[src/rtl/control_unit_if.sv]
// control_unit_if: IR/condition inputs and the full control word between the control unit and the datapath.
interface control_unit_if;
  logic [31:0] ir;
  logic        con_ff;
  logic PCout, Zlowout, Zhighout, MDRout, Cout, In_Portout, LOout, HIout;
  logic MARIn, ZIn, PCIn, MDRIn, IRIn, YIn, IncPC, HiIn, LoIn, CIn, CONIn, OutPortIn;
  logic read, write;
  logic Gra, Grb, Grc, Rin, Rout, BAout;
  logic [4:0] alu_op;
  modport master (
    input  ir, con_ff,
    output PCout, Zlowout, Zhighout, MDRout, Cout, In_Portout, LOout, HIout,
           MARIn, ZIn, PCIn, MDRIn, IRIn, YIn, IncPC, HiIn, LoIn, CIn, CONIn, OutPortIn,
           read, write, Gra, Grb, Grc, Rin, Rout, BAout, alu_op
  );
  modport slave (
    output ir, con_ff,
    input  PCout, Zlowout, Zhighout, MDRout, Cout, In_Portout, LOout, HIout,
           MARIn, ZIn, PCIn, MDRIn, IRIn, YIn, IncPC, HiIn, LoIn, CIn, CONIn, OutPortIn,
           read, write, Gra, Grb, Grc, Rin, Rout, BAout, alu_op
  );
endinterface

[src/rtl/control_unit.sv]
// control_unit: multicycle control FSM decoding state + ir[31:27] into the datapath control word.
// Optional STEP_EN macro adds a WAIT_STEP state that waits for a step pulse before every fetch.
module control_unit #(
  parameter int         MEM_WAIT = 0,
  parameter logic [4:0] ADD_OP   = 5'b00011
) (
  input  logic clk,
  input  logic clr,
  input  logic stop,
  input  logic step,
  control_unit_if.master bus,
  output logic run
);
  typedef enum logic [3:0] {T0, T1, T2, T3, T4, T5, T6, T7, RST, HALT, WAIT_STEP} state_t;
`ifdef STEP_EN
  localparam state_t START = WAIT_STEP;
`else
  localparam state_t START = T0;
`endif
  localparam int CW = (MEM_WAIT > 0) ? $clog2(MEM_WAIT + 1) : 1;
  state_t s;
  logic [CW-1:0] cnt;
  logic [4:0] op;
  logic rr, imm, un, md, ld, ldi, st, br, jr, inp, outp, mfhi, mflo, hlt, nopc;
  logic mw_done, hold, last;
  assign op   = bus.ir[31:27];
  assign rr   = op inside {[5'd3:5'd10]};
  assign imm  = op inside {[5'd11:5'd13]};
  assign un   = op inside {5'd16, 5'd17};
  assign md   = op inside {5'd14, 5'd15};
  assign ld   = op == 5'd0;
  assign ldi  = op == 5'd1;
  assign st   = op == 5'd2;
  assign br   = op == 5'd18;
  assign jr   = op == 5'd19;
  assign inp  = op == 5'd21;
  assign outp = op == 5'd22;
  assign mfhi = op == 5'd23;
  assign mflo = op == 5'd24;
  assign hlt  = op == 5'd26;
  assign nopc = !(rr | imm | un | md | ld | ldi | st | br | jr | inp | outp | mfhi | mflo | hlt);
  // memory-read states stretch themselves by MEM_WAIT cycles before MDRIn fires
  assign mw_done = cnt == CW'(MEM_WAIT);
  assign hold    = (s == T1 || (s == T6 && ld)) && !mw_done;
  assign last = (s == T2 && nopc) || (s == T3 && (jr | inp | outp | mfhi | mflo)) ||
                (s == T4 && un) || (s == T5 && (rr | imm | ldi)) ||
                (s == T6 && (md | br)) || s == T7;
  always_ff @(posedge clk or negedge clr) begin
    if (!clr) begin
      s   <= RST;
      cnt <= '0;
    end else if (s == RST) begin
      s <= START;
    end else if (s == WAIT_STEP) begin
      s <= stop ? HALT : step ? T0 : WAIT_STEP;
    end else if (s != HALT) begin
      cnt <= hold ? cnt + 1'b1 : '0;
      if (!hold)
        s <= (s == T2 && hlt) ? HALT : last ? (stop ? HALT : START) : state_t'(s + 4'd1);
    end
  end
  assign run            = !(s == RST || s == HALT);
  assign bus.PCout      = s == T0 || (s == T4 && br);
  assign bus.Zlowout    = (s == T1 && mw_done) || (s == T4 && un) ||
                          (s == T5 && (rr | imm | ldi | ld | st | md)) || (s == T6 && br);
  assign bus.Zhighout   = s == T6 && md;
  assign bus.MDRout     = s == T2 || (s == T7 && ld);
  assign bus.Cout       = (s == T4 && (imm | ldi | ld | st)) || (s == T5 && br);
  assign bus.In_Portout = s == T3 && inp;
  assign bus.LOout      = s == T3 && mflo;
  assign bus.HIout      = s == T3 && mfhi;
  assign bus.MARIn      = s == T0 || (s == T5 && (ld | st));
  assign bus.ZIn        = s == T0 || (s == T3 && un) ||
                          (s == T4 && (rr | imm | ldi | ld | st | md)) || (s == T5 && br);
  assign bus.PCIn       = (s == T1 && mw_done) || (s == T3 && jr) || (s == T6 && br && bus.con_ff);
  assign bus.MDRIn      = (s == T1 && mw_done) || (s == T6 && ((ld && mw_done) || st));
  assign bus.IRIn       = s == T2;
  assign bus.YIn        = (s == T3 && (rr | imm | ldi | ld | st | md)) || (s == T4 && br);
  assign bus.IncPC      = s == T0;
  assign bus.HiIn       = s == T6 && md;
  assign bus.LoIn       = s == T5 && md;
  assign bus.CIn        = 1'b0;
  assign bus.CONIn      = s == T3 && br;
  assign bus.OutPortIn  = s == T3 && outp;
  assign bus.read       = s == T1 || (s == T6 && ld);
  assign bus.write      = s == T7 && st;
  assign bus.Gra        = (s == T3 && (md | br | jr | inp | outp | mfhi | mflo)) || (s == T4 && un) ||
                          (s == T5 && (rr | imm | ldi)) || (s == T6 && st) || (s == T7 && ld);
  assign bus.Grb        = (s == T3 && (rr | imm | un | ldi | ld | st)) || (s == T4 && md);
  assign bus.Grc        = s == T4 && rr;
  assign bus.Rin        = (s == T3 && (inp | mfhi | mflo)) || (s == T4 && un) ||
                          (s == T5 && (rr | imm | ldi)) || (s == T7 && ld);
  assign bus.Rout       = (s == T3 && (rr | imm | un | md | br | jr | outp)) ||
                          (s == T4 && (rr | md)) || (s == T6 && st);
  assign bus.BAout      = s == T3 && (ldi | ld | st);
  assign bus.alu_op     = ((s == T4 && (rr | imm | md)) || (s == T3 && un)) ? op : ADD_OP;
endmodule
[src/flat_wrapper.sv]
// flat-port wrapper written by rule: the top's interface ports become plain ports
module control_unit_flat 
#(
  parameter int         MEM_WAIT = 0,
  parameter logic [4:0] ADD_OP   = 5'b00011
)
  (clk, clr, stop, step, run, bus_ir, bus_con_ff, bus_PCout, bus_Zlowout, bus_Zhighout, bus_MDRout, bus_Cout, bus_In_Portout, bus_LOout, bus_HIout, bus_MARIn, bus_ZIn, bus_PCIn, bus_MDRIn, bus_IRIn, bus_YIn, bus_IncPC, bus_HiIn, bus_LoIn, bus_CIn, bus_CONIn, bus_OutPortIn, bus_read, bus_write, bus_Gra, bus_Grb, bus_Grc, bus_Rin, bus_Rout, bus_BAout, bus_alu_op);
  control_unit_if bus_i ();
  input  logic clk;
  input  logic clr;
  input  logic stop;
  input  logic step;
  output logic run;
  input wire logic [$bits(bus_i.ir)-1:0] bus_ir;
  input wire logic [$bits(bus_i.con_ff)-1:0] bus_con_ff;
  output wire logic [$bits(bus_i.PCout)-1:0] bus_PCout;
  output wire logic [$bits(bus_i.Zlowout)-1:0] bus_Zlowout;
  output wire logic [$bits(bus_i.Zhighout)-1:0] bus_Zhighout;
  output wire logic [$bits(bus_i.MDRout)-1:0] bus_MDRout;
  output wire logic [$bits(bus_i.Cout)-1:0] bus_Cout;
  output wire logic [$bits(bus_i.In_Portout)-1:0] bus_In_Portout;
  output wire logic [$bits(bus_i.LOout)-1:0] bus_LOout;
  output wire logic [$bits(bus_i.HIout)-1:0] bus_HIout;
  output wire logic [$bits(bus_i.MARIn)-1:0] bus_MARIn;
  output wire logic [$bits(bus_i.ZIn)-1:0] bus_ZIn;
  output wire logic [$bits(bus_i.PCIn)-1:0] bus_PCIn;
  output wire logic [$bits(bus_i.MDRIn)-1:0] bus_MDRIn;
  output wire logic [$bits(bus_i.IRIn)-1:0] bus_IRIn;
  output wire logic [$bits(bus_i.YIn)-1:0] bus_YIn;
  output wire logic [$bits(bus_i.IncPC)-1:0] bus_IncPC;
  output wire logic [$bits(bus_i.HiIn)-1:0] bus_HiIn;
  output wire logic [$bits(bus_i.LoIn)-1:0] bus_LoIn;
  output wire logic [$bits(bus_i.CIn)-1:0] bus_CIn;
  output wire logic [$bits(bus_i.CONIn)-1:0] bus_CONIn;
  output wire logic [$bits(bus_i.OutPortIn)-1:0] bus_OutPortIn;
  output wire logic [$bits(bus_i.read)-1:0] bus_read;
  output wire logic [$bits(bus_i.write)-1:0] bus_write;
  output wire logic [$bits(bus_i.Gra)-1:0] bus_Gra;
  output wire logic [$bits(bus_i.Grb)-1:0] bus_Grb;
  output wire logic [$bits(bus_i.Grc)-1:0] bus_Grc;
  output wire logic [$bits(bus_i.Rin)-1:0] bus_Rin;
  output wire logic [$bits(bus_i.Rout)-1:0] bus_Rout;
  output wire logic [$bits(bus_i.BAout)-1:0] bus_BAout;
  output wire logic [$bits(bus_i.alu_op)-1:0] bus_alu_op;
  assign bus_i.ir = bus_ir;
  assign bus_i.con_ff = bus_con_ff;
  assign bus_PCout = bus_i.PCout;
  assign bus_Zlowout = bus_i.Zlowout;
  assign bus_Zhighout = bus_i.Zhighout;
  assign bus_MDRout = bus_i.MDRout;
  assign bus_Cout = bus_i.Cout;
  assign bus_In_Portout = bus_i.In_Portout;
  assign bus_LOout = bus_i.LOout;
  assign bus_HIout = bus_i.HIout;
  assign bus_MARIn = bus_i.MARIn;
  assign bus_ZIn = bus_i.ZIn;
  assign bus_PCIn = bus_i.PCIn;
  assign bus_MDRIn = bus_i.MDRIn;
  assign bus_IRIn = bus_i.IRIn;
  assign bus_YIn = bus_i.YIn;
  assign bus_IncPC = bus_i.IncPC;
  assign bus_HiIn = bus_i.HiIn;
  assign bus_LoIn = bus_i.LoIn;
  assign bus_CIn = bus_i.CIn;
  assign bus_CONIn = bus_i.CONIn;
  assign bus_OutPortIn = bus_i.OutPortIn;
  assign bus_read = bus_i.read;
  assign bus_write = bus_i.write;
  assign bus_Gra = bus_i.Gra;
  assign bus_Grb = bus_i.Grb;
  assign bus_Grc = bus_i.Grc;
  assign bus_Rin = bus_i.Rin;
  assign bus_Rout = bus_i.Rout;
  assign bus_BAout = bus_i.BAout;
  assign bus_alu_op = bus_i.alu_op;
  control_unit #(.MEM_WAIT(MEM_WAIT), .ADD_OP(ADD_OP)) u_core (.clk(clk), .clr(clr), .stop(stop), .step(step), .bus(bus_i), .run(run));
endmodule
[config.mk]
export PLATFORM = sky130hd
export DESIGN_NAME = control_unit_flat
export DESIGN_NICKNAME = d
export VERILOG_FILES = /design/src/rtl/control_unit_if.sv /design/src/rtl/control_unit.sv /design/src/flat_wrapper.sv
export SDC_FILE = /design/constraint.sdc
export NUM_CORES = 1
export LEC_CHECK = 0
export ABC_AREA = 1
export ABC_CLOCK_PERIOD_IN_PS = 2050
export BUFFER_PORTS_ARGS = -buffer_cell sky130_fd_sc_hd__buf_4
export CAP_MARGIN = 0
export CORE_MARGIN = 2
export CORE_UTILIZATION = 43
export CTS_CLUSTER_DIAMETER = 120
export DETAILED_ROUTE_END_ITERATION = 10
export HOLD_SLACK_MARGIN = 0.03
export PLACE_DENSITY_LB_ADDON = 0.08
export SYNTH_ARGS = -nofsm -noshare
export SYNTH_HDL_FRONTEND = slang
export SYNTH_SLANG_ARGS = --single-unit
[constraint.sdc]
create_clock -name clk -period 2.05 [get_ports clk]
set_input_delay 0.1025 -clock clk [delete_from_list [all_inputs] [get_ports clk]]
set_output_delay 0.1025 -clock clk [all_outputs]
set_load 0.05 [all_outputs]
==> impl_metrics.ini, run 1 <==
[detailed_routing]
via_count = 1355
wl_per_cell_um = 11.6
dr.pass1.iters = 4
ant_nets = 0
viasPerCell = 4.86
drtIter0Drc = 29
totalWireLength_um = 3220
drcViolationCount = 0

[yosys]
synth_cell_types = 30
synth_cells = 202
synth_common_cells = 43 x nand2_1, 40 x nor2_1, 33 x inv_1
async_flop_share_pct = 100
syn_avg_cell_area_um2 = 5.53
synth_ff_type = dfrtp_1
synth.area.top_cells = nand2_1 14%, nor2_1 13%, inv_1 11%
yosys.area.top_type = nand2_1
syn_nets = 243
ys_warn_count = 0
yosysSeqAreaShare_pct = 11.3
yosysTopAreaCellShare_pct = 14.5
post-synth-top-count-cell = nand2_1
synth-seq-cells = 5
synth_edf_count = 0
netlist_area_mm2 = 0.00112

[floorplanning]
num_rows = 18
core_area_mm2 = 0.00248
dieWidth_um = 54.9
die_area_mm2 = 0.00302
dieHeight_um = 54.9
start_util_pct = 45.1
ios = 71

[run]
drv_cap = 0

[worst_setup_path]
cp.arrival_ps = 1850
crit_chain = inv_1 > nand2_4 > nor2_4 > inv_4 > nor2_2 > nor3_1 > nand3_1 > buf_4
ff2ff_setup_slack_ps = 180
required_ps = 1950
critPathKind = flip-flop to primary output
cp_max_fo = 8
cpMaxStageDelayCell = dfstp_2
crit_path_start_kind = flip-flop
slowest_delay_ps = 530
cp-end-kind = primary output

[hold_path]
hold_class = primary input to flip-flop

[sta]
hold_ws_ps = 147
setup_viol = 0
hold_viol_final = 0
period_minus_slack_ps = 1950
finalSetupTns_ps = 0
fin_crit_sh_pct = 95.1
maxSlewViolCount = 0
fmax_mhz = 513
clock_skew_ps = 2.09

[cts]
cts_buffers = 3
clockBufferDepth = 2
clk_latency_ps = 230
h-tree-depth = 1
cts.reportedPaths.clkPinSlew_ps = 40
cts_tree = done
ctsRootBufferMaster = clkbuf_4
cts.sinks = 5

[grt]
grtUsageTotal_pct = 23.4
grt_pass1_wl_um = 5180
gr-total-overflow = 0
grt_max_degree = 12
first_global_vias = 1129
grt_antenna_before_repair = 0

[placement]
io_buffer_count = 42
gp_congestion = 0.901
hpwl_um = 2680

[final_layout]
fin_nets = 291
antenna_cells = 0
area_growth_pct = 44.4
num-fill-cells = 261
layout-drive-gt1-share_pct = 42.2

[power_and_ir_drop]
p_per_area_mw_per_mm2 = 1160
ir_drop_v = 0.000998
leakagePower_nw = 0.892

[status]
outcome = complete, no violations
## path summary, 6_finish.rpt
check,from,endpoint,depth (start not counted)
hold / removal,step,u_core.s[3]$_DFFE_PN1P_,4
setup / recovery,u_core.s[3]$_DFFE_PN1P_,bus_Rin,8
hold reg to reg,u_core.cnt$_DFFE_PN0P_,u_core.cnt$_DFFE_PN0P_,2
min in group asynchronous,clr,u_core.cnt$_DFFE_PN0P_,2
max in group asynchronous,clr,u_core.s[3]$_DFFE_PN1P_,2
setup reg to reg,u_core.s[0]$_DFFE_PN0P_,u_core.s[0]$_DFFE_PN0P_,15
## registers in the layout, indices dropped and copies added (netlist names)
| register | cells |
|---|---|
| u_core.s | 4 |
| u_core.cnt | 1 |
## power by group
part           switching, W  total, W  internal [W]
Combinational       0.00108   0.00156      0.000481
Clock             0.0000368  0.000110     0.0000734
Sequential        0.0000393  0.000191      0.000151
## logic make-up (layout without fill, tap and decap cells)
group,after synthesis,in the layout,share of synthesized area (%)
other,1,1,0.336
DFF,5,5,11.3
adders and majority gates,4,4,4.48
xor gates and xnor gates,1,1,0.785
buffers and inverters,43,90,16.7
AOI/OAI and AO/OA,20,20,11.5
and+or+nand+nor,128,128,54.8
## routing by layer
layer  global-route usage (%)  vias up  routed length, µm
met5                        0        -                  0
met4                     2.44        0                  0
met3                     1.61        0                208
met1                     37.7      587               1670
li1                         -      724                  -
met2                     34.7       44               1350
## worst max-delay path: cells and delay by family (launching register included)
kind / cells / cell delay [ps]
simple gates: 5 / 660
flops: 1 / 530
buf+inv: 3 / 430
## cell usage in the layout, fill, tap and decap left out
| master | n |
|---|---|
| nand3b_4 | 1 |
| dfstp_2 | 1 |
| nand2_4 | 3 |
| xor2_1 | 1 |
| a21oi_1 | 4 |
| o21ai_2 | 1 |
| o21ai_1 | 3 |
| nor4_2 | 1 |
| buf_4 | 46 |
| o211ai_1 | 2 |
| ha_1 | 2 |
| a21boi_1 | 1 |
| o2111ai_1 | 1 |
| nor3_4 | 2 |
| nor2_1 | 30 |
| inv_4 | 1 |
| nand3_2 | 3 |
| a21oi_4 | 2 |
| a31o_2 | 1 |
| dfrtp_2 | 1 |
| conb_1 | 1 |
| nand2_2 | 12 |
| o21ai_0 | 3 |
| dlygate4sd3_1 | 1 |
| ha_2 | 2 |
| nor2_2 | 11 |
| o22ai_1 | 2 |
| nand2_1 | 39 |
| inv_2 | 8 |
| nand4_1 | 4 |
| clkbuf_4 | 3 |
| dfrtp_1 | 3 |
| nand3_1 | 10 |
| nor3_1 | 6 |
| inv_1 | 30 |
| nor2_4 | 6 |
| clkbuf_1 | 1 |
## final cells by class
class	instances	area, µm²	share of cell area [%]
Multi-Input combinational cell	154	916	56.8
Timing Repair Buffer	47	355	22.0
Inverter	39	149	9.24
Sequential cell	5	128	7.92
Tap cell	30	37.5	2.33
Clock buffer	4	26.3	1.63
## timing repair
action | CTS | global route
endpoints found under the hold margin | 5 | 0
hold buffers | 1 | 0
setup endpoints to repair | 2 | 9
gates resized for setup | 3 | 12
buffers inserted | 0 | 1
pin swaps | 0 | 3
## metrics by stage
step	util (%)	instance area [µm²]	total power, W	instances	worst slack (ps)
3_5_place_dp	61.2	1520	0.00168	273	184
2_1_floorplan	-	1180	0.00129	202	-43.1
4_1_cts	63.2	1570	0.00181	278	3.69
3_3_place_gp	61.2	1520	0.00168	273	154
5_1_grt	65.1	1610	0.00203	279	-9.56
6_report	65.1	1610	0.00186	279	99.8
(Power assumes the default switching activity.)
==> run 2, diff against run 1 <==
--- a/config.mk
+++ b/config.mk
@@ -7,7 +7,7 @@
 export LEC_CHECK = 0
 export ABC_AREA = 1
 export ABC_CLOCK_PERIOD_IN_PS = 2050
-export BUFFER_PORTS_ARGS = -buffer_cell sky130_fd_sc_hd__buf_4
+export BUFFER_PORTS_ARGS = -buffer_cell sky130_fd_sc_hd__buf_2
 export CAP_MARGIN = 0
 export CORE_MARGIN = 2
 export CORE_UTILIZATION = 43
==> impl_metrics.ini, run 2 (synthesized netlist as in run 1, its figures left out) <==
[status]
outcome = complete, no violations

[worst_setup_path]
cp.arrival_ps = 1880
cp.depth = 8
cp_top_family = buffers and inverters
crit_buf_inv = 3
cp-startpoint = u_core.s[1]$_DFFE_PN0P_
crit_chain = inv_1 > ha_1 > nand3_1 > inv_1 > nand2_2 > a21boi_1 > nand4_1 > clkbuf_4
slowest_delay_ps = 410
cp-end-kind = primary output
rr_worst_depth = 11
crit_path_start_kind = flip-flop
cp_common_cell = inv_1
r2r-start = u_core.s[0]$_DFFE_PN0P_
critPathKind = flip-flop to primary output
cp_max_fo = 5
ff2ff_setup_slack_ps = 210
required_ps = 1950
cpMaxStageDelayCell = dfrtp_1
reg2reg_to = u_core.s[3]$_DFFE_PN1P_
cp-endpoint = bus_Gra

[cts]
cts.reportedPaths.clkPinSlew_ps = 40
clockBufferDepth = 2
cts_tree = done
h-tree-depth = 1
cts_buffers = 3
cts.sinks = 5
clk_latency_ps = 230
ctsRootBufferMaster = clkbuf_4

[detailed_routing]
met1_length_um = 1570
totalWireLength_um = 3160
highest_layer = met3
dr.pass1.iters = 4
drtIter0Drc = 35
via_count = 1364
wl_per_cell_um = 11.3
dr_wl_met3_um = 262
wl_met2_um = 1330
ant_nets = 0
viasPerCell = 4.87
drcViolationCount = 0

[power_and_ir_drop]
switching_share_pct = 63.7
p_int_w = 0.000643
leakagePower_nw = 0.874
comb_power_share_pct = 83.0
ir_drop_v = 0.000823
p_per_area_mw_per_mm2 = 1170
power_switching_w = 0.00113
seqPwrFrac_pct = 10.9
clockPowerShare_pct = 6.1

[final_layout]
fin_cells = 280
mostFrequentLayoutCells = 39 x nand2_1, 34 x buf_2, 31 x inv_1
max_flop_register = u_core.s
fin_nets = 292
largest_reg_flops = 4
num-fill-cells = 252
regArea_um2 = 128
area_growth_pct = 36.0
reg_top3 = u_core.s x4, u_core.cnt x1
layout-drive-gt1-share_pct = 41.6
postLayoutCoreUtil_pct = 61.3
final_common_cell = nand2_1
multi_input_area_um2 = 900
antenna_cells = 0

[sta]
hold_viol_final = 0
finalSetupTns_ps = 0
fmax_mhz = 503
rsz0062_at_grt = true
hold_ws_ps = 147
clock_skew_ps = 1.06
maxSlewViolCount = 0
setup_viol = 0
fin_crit_sh_pct = 96.9
period_minus_slack_ps = 1990

[floorplanning]
dieWidth_um = 54.9
ios = 71
dieHeight_um = 54.9
core_area_mm2 = 0.00248
start_util_pct = 45.1
num_rows = 18
die_area_mm2 = 0.00302

[grt]
grt_pass1_wl_um = 4860
first_global_vias = 1109
grt_max_degree = 12
grt_antenna_before_repair = 0
grtUsageTotal_pct = 22.0
gr-total-overflow = 0

[placement]
gp_congestion = 0.880
io_buffer_count = 42
dp.cells = 274
hpwl_um = 2670

[hold_path]
hold_path_depth = 4
hold_class = primary input to flip-flop

[run]
drv_cap = 0
-- run 2: changes by cell type in the layout (fill, tap and decap cells not counted), sizes merged --
cell    change
buf         -2
clkbuf      +3
-- run 2: through the flow --
stage,power (W),worst slack [ps],cell area [µm²]
3_3_place_gp,0.00161,129,1420
3_5_place_dp,0.00161,176,1420
2_1_floorplan,0.00129,-43.1,1180
5_1_grt,0.00194,-21.3,1520
4_1_cts,0.00173,-27.4,1470
6_report,0.00177,62.9,1520
-- run 2: how the worst min path moves through the flow --
stage	slack [ps]	endpoint	start
after floorplan	-190	u_core.cnt$_DFFE_PN0P_	clr
after global placement	-80	u_core.s[0]$_DFFE_PN0P_	clr
after detailed placement	-80	u_core.s[0]$_DFFE_PN0P_	clr
after CTS	140	u_core.s[3]$_DFFE_PN1P_	step
after global routing	140	u_core.s[3]$_DFFE_PN1P_	step
final	150	u_core.s[3]$_DFFE_PN1P_	step
-- run 2: area by class of cell --
class	count	share of cell area, %
timing repair buffer	48	18.3
multi-input combinational	154	59.3
clock buffer	4	1.73
inverter	39	9.81
tap	30	2.47
sequential	5	8.41
-- run 2: power groups by stage --
stage	logic (W)	clock network, W	registers (W)
final	0.00147	0.000108	0.000194
after global routing	0.00162	0.000124	0.000198
after CTS	0.00143	0.000114	0.000190
after detailed placement	0.00142	0	0.000192
after global placement	0.00142	0	0.000193
after floorplan	0.00111	0	0.000189
-- run 2: what timing repair did --
item	CTS	global route
endpoints found under the setup margin	7	10
resized for setup	6	13
hold endpoints to repair	5	0
setup buffers	0	1
hold buffers	1	0
pin swaps	0	3
-- run 2: worst reg2reg max path, cell delays in order (launching register included) --
cell     delay [ps]
dfrtp_2         400
inv_1            70
ha_1            220
nand3_1         180
inv_1           130
a21oi_4         190
nor2_2           60
nor2_2          150
nand2_2          90
a21oi_1         140
nand2_1          70
nand2_1          80
-- run 2: metal layers --
layer  up-vias  global-route usage, %
met2        60                   33.1
met5         -                      0
met4         0                   3.25
met3         0                   1.61
met1       581                   34.7
li1        723                      -
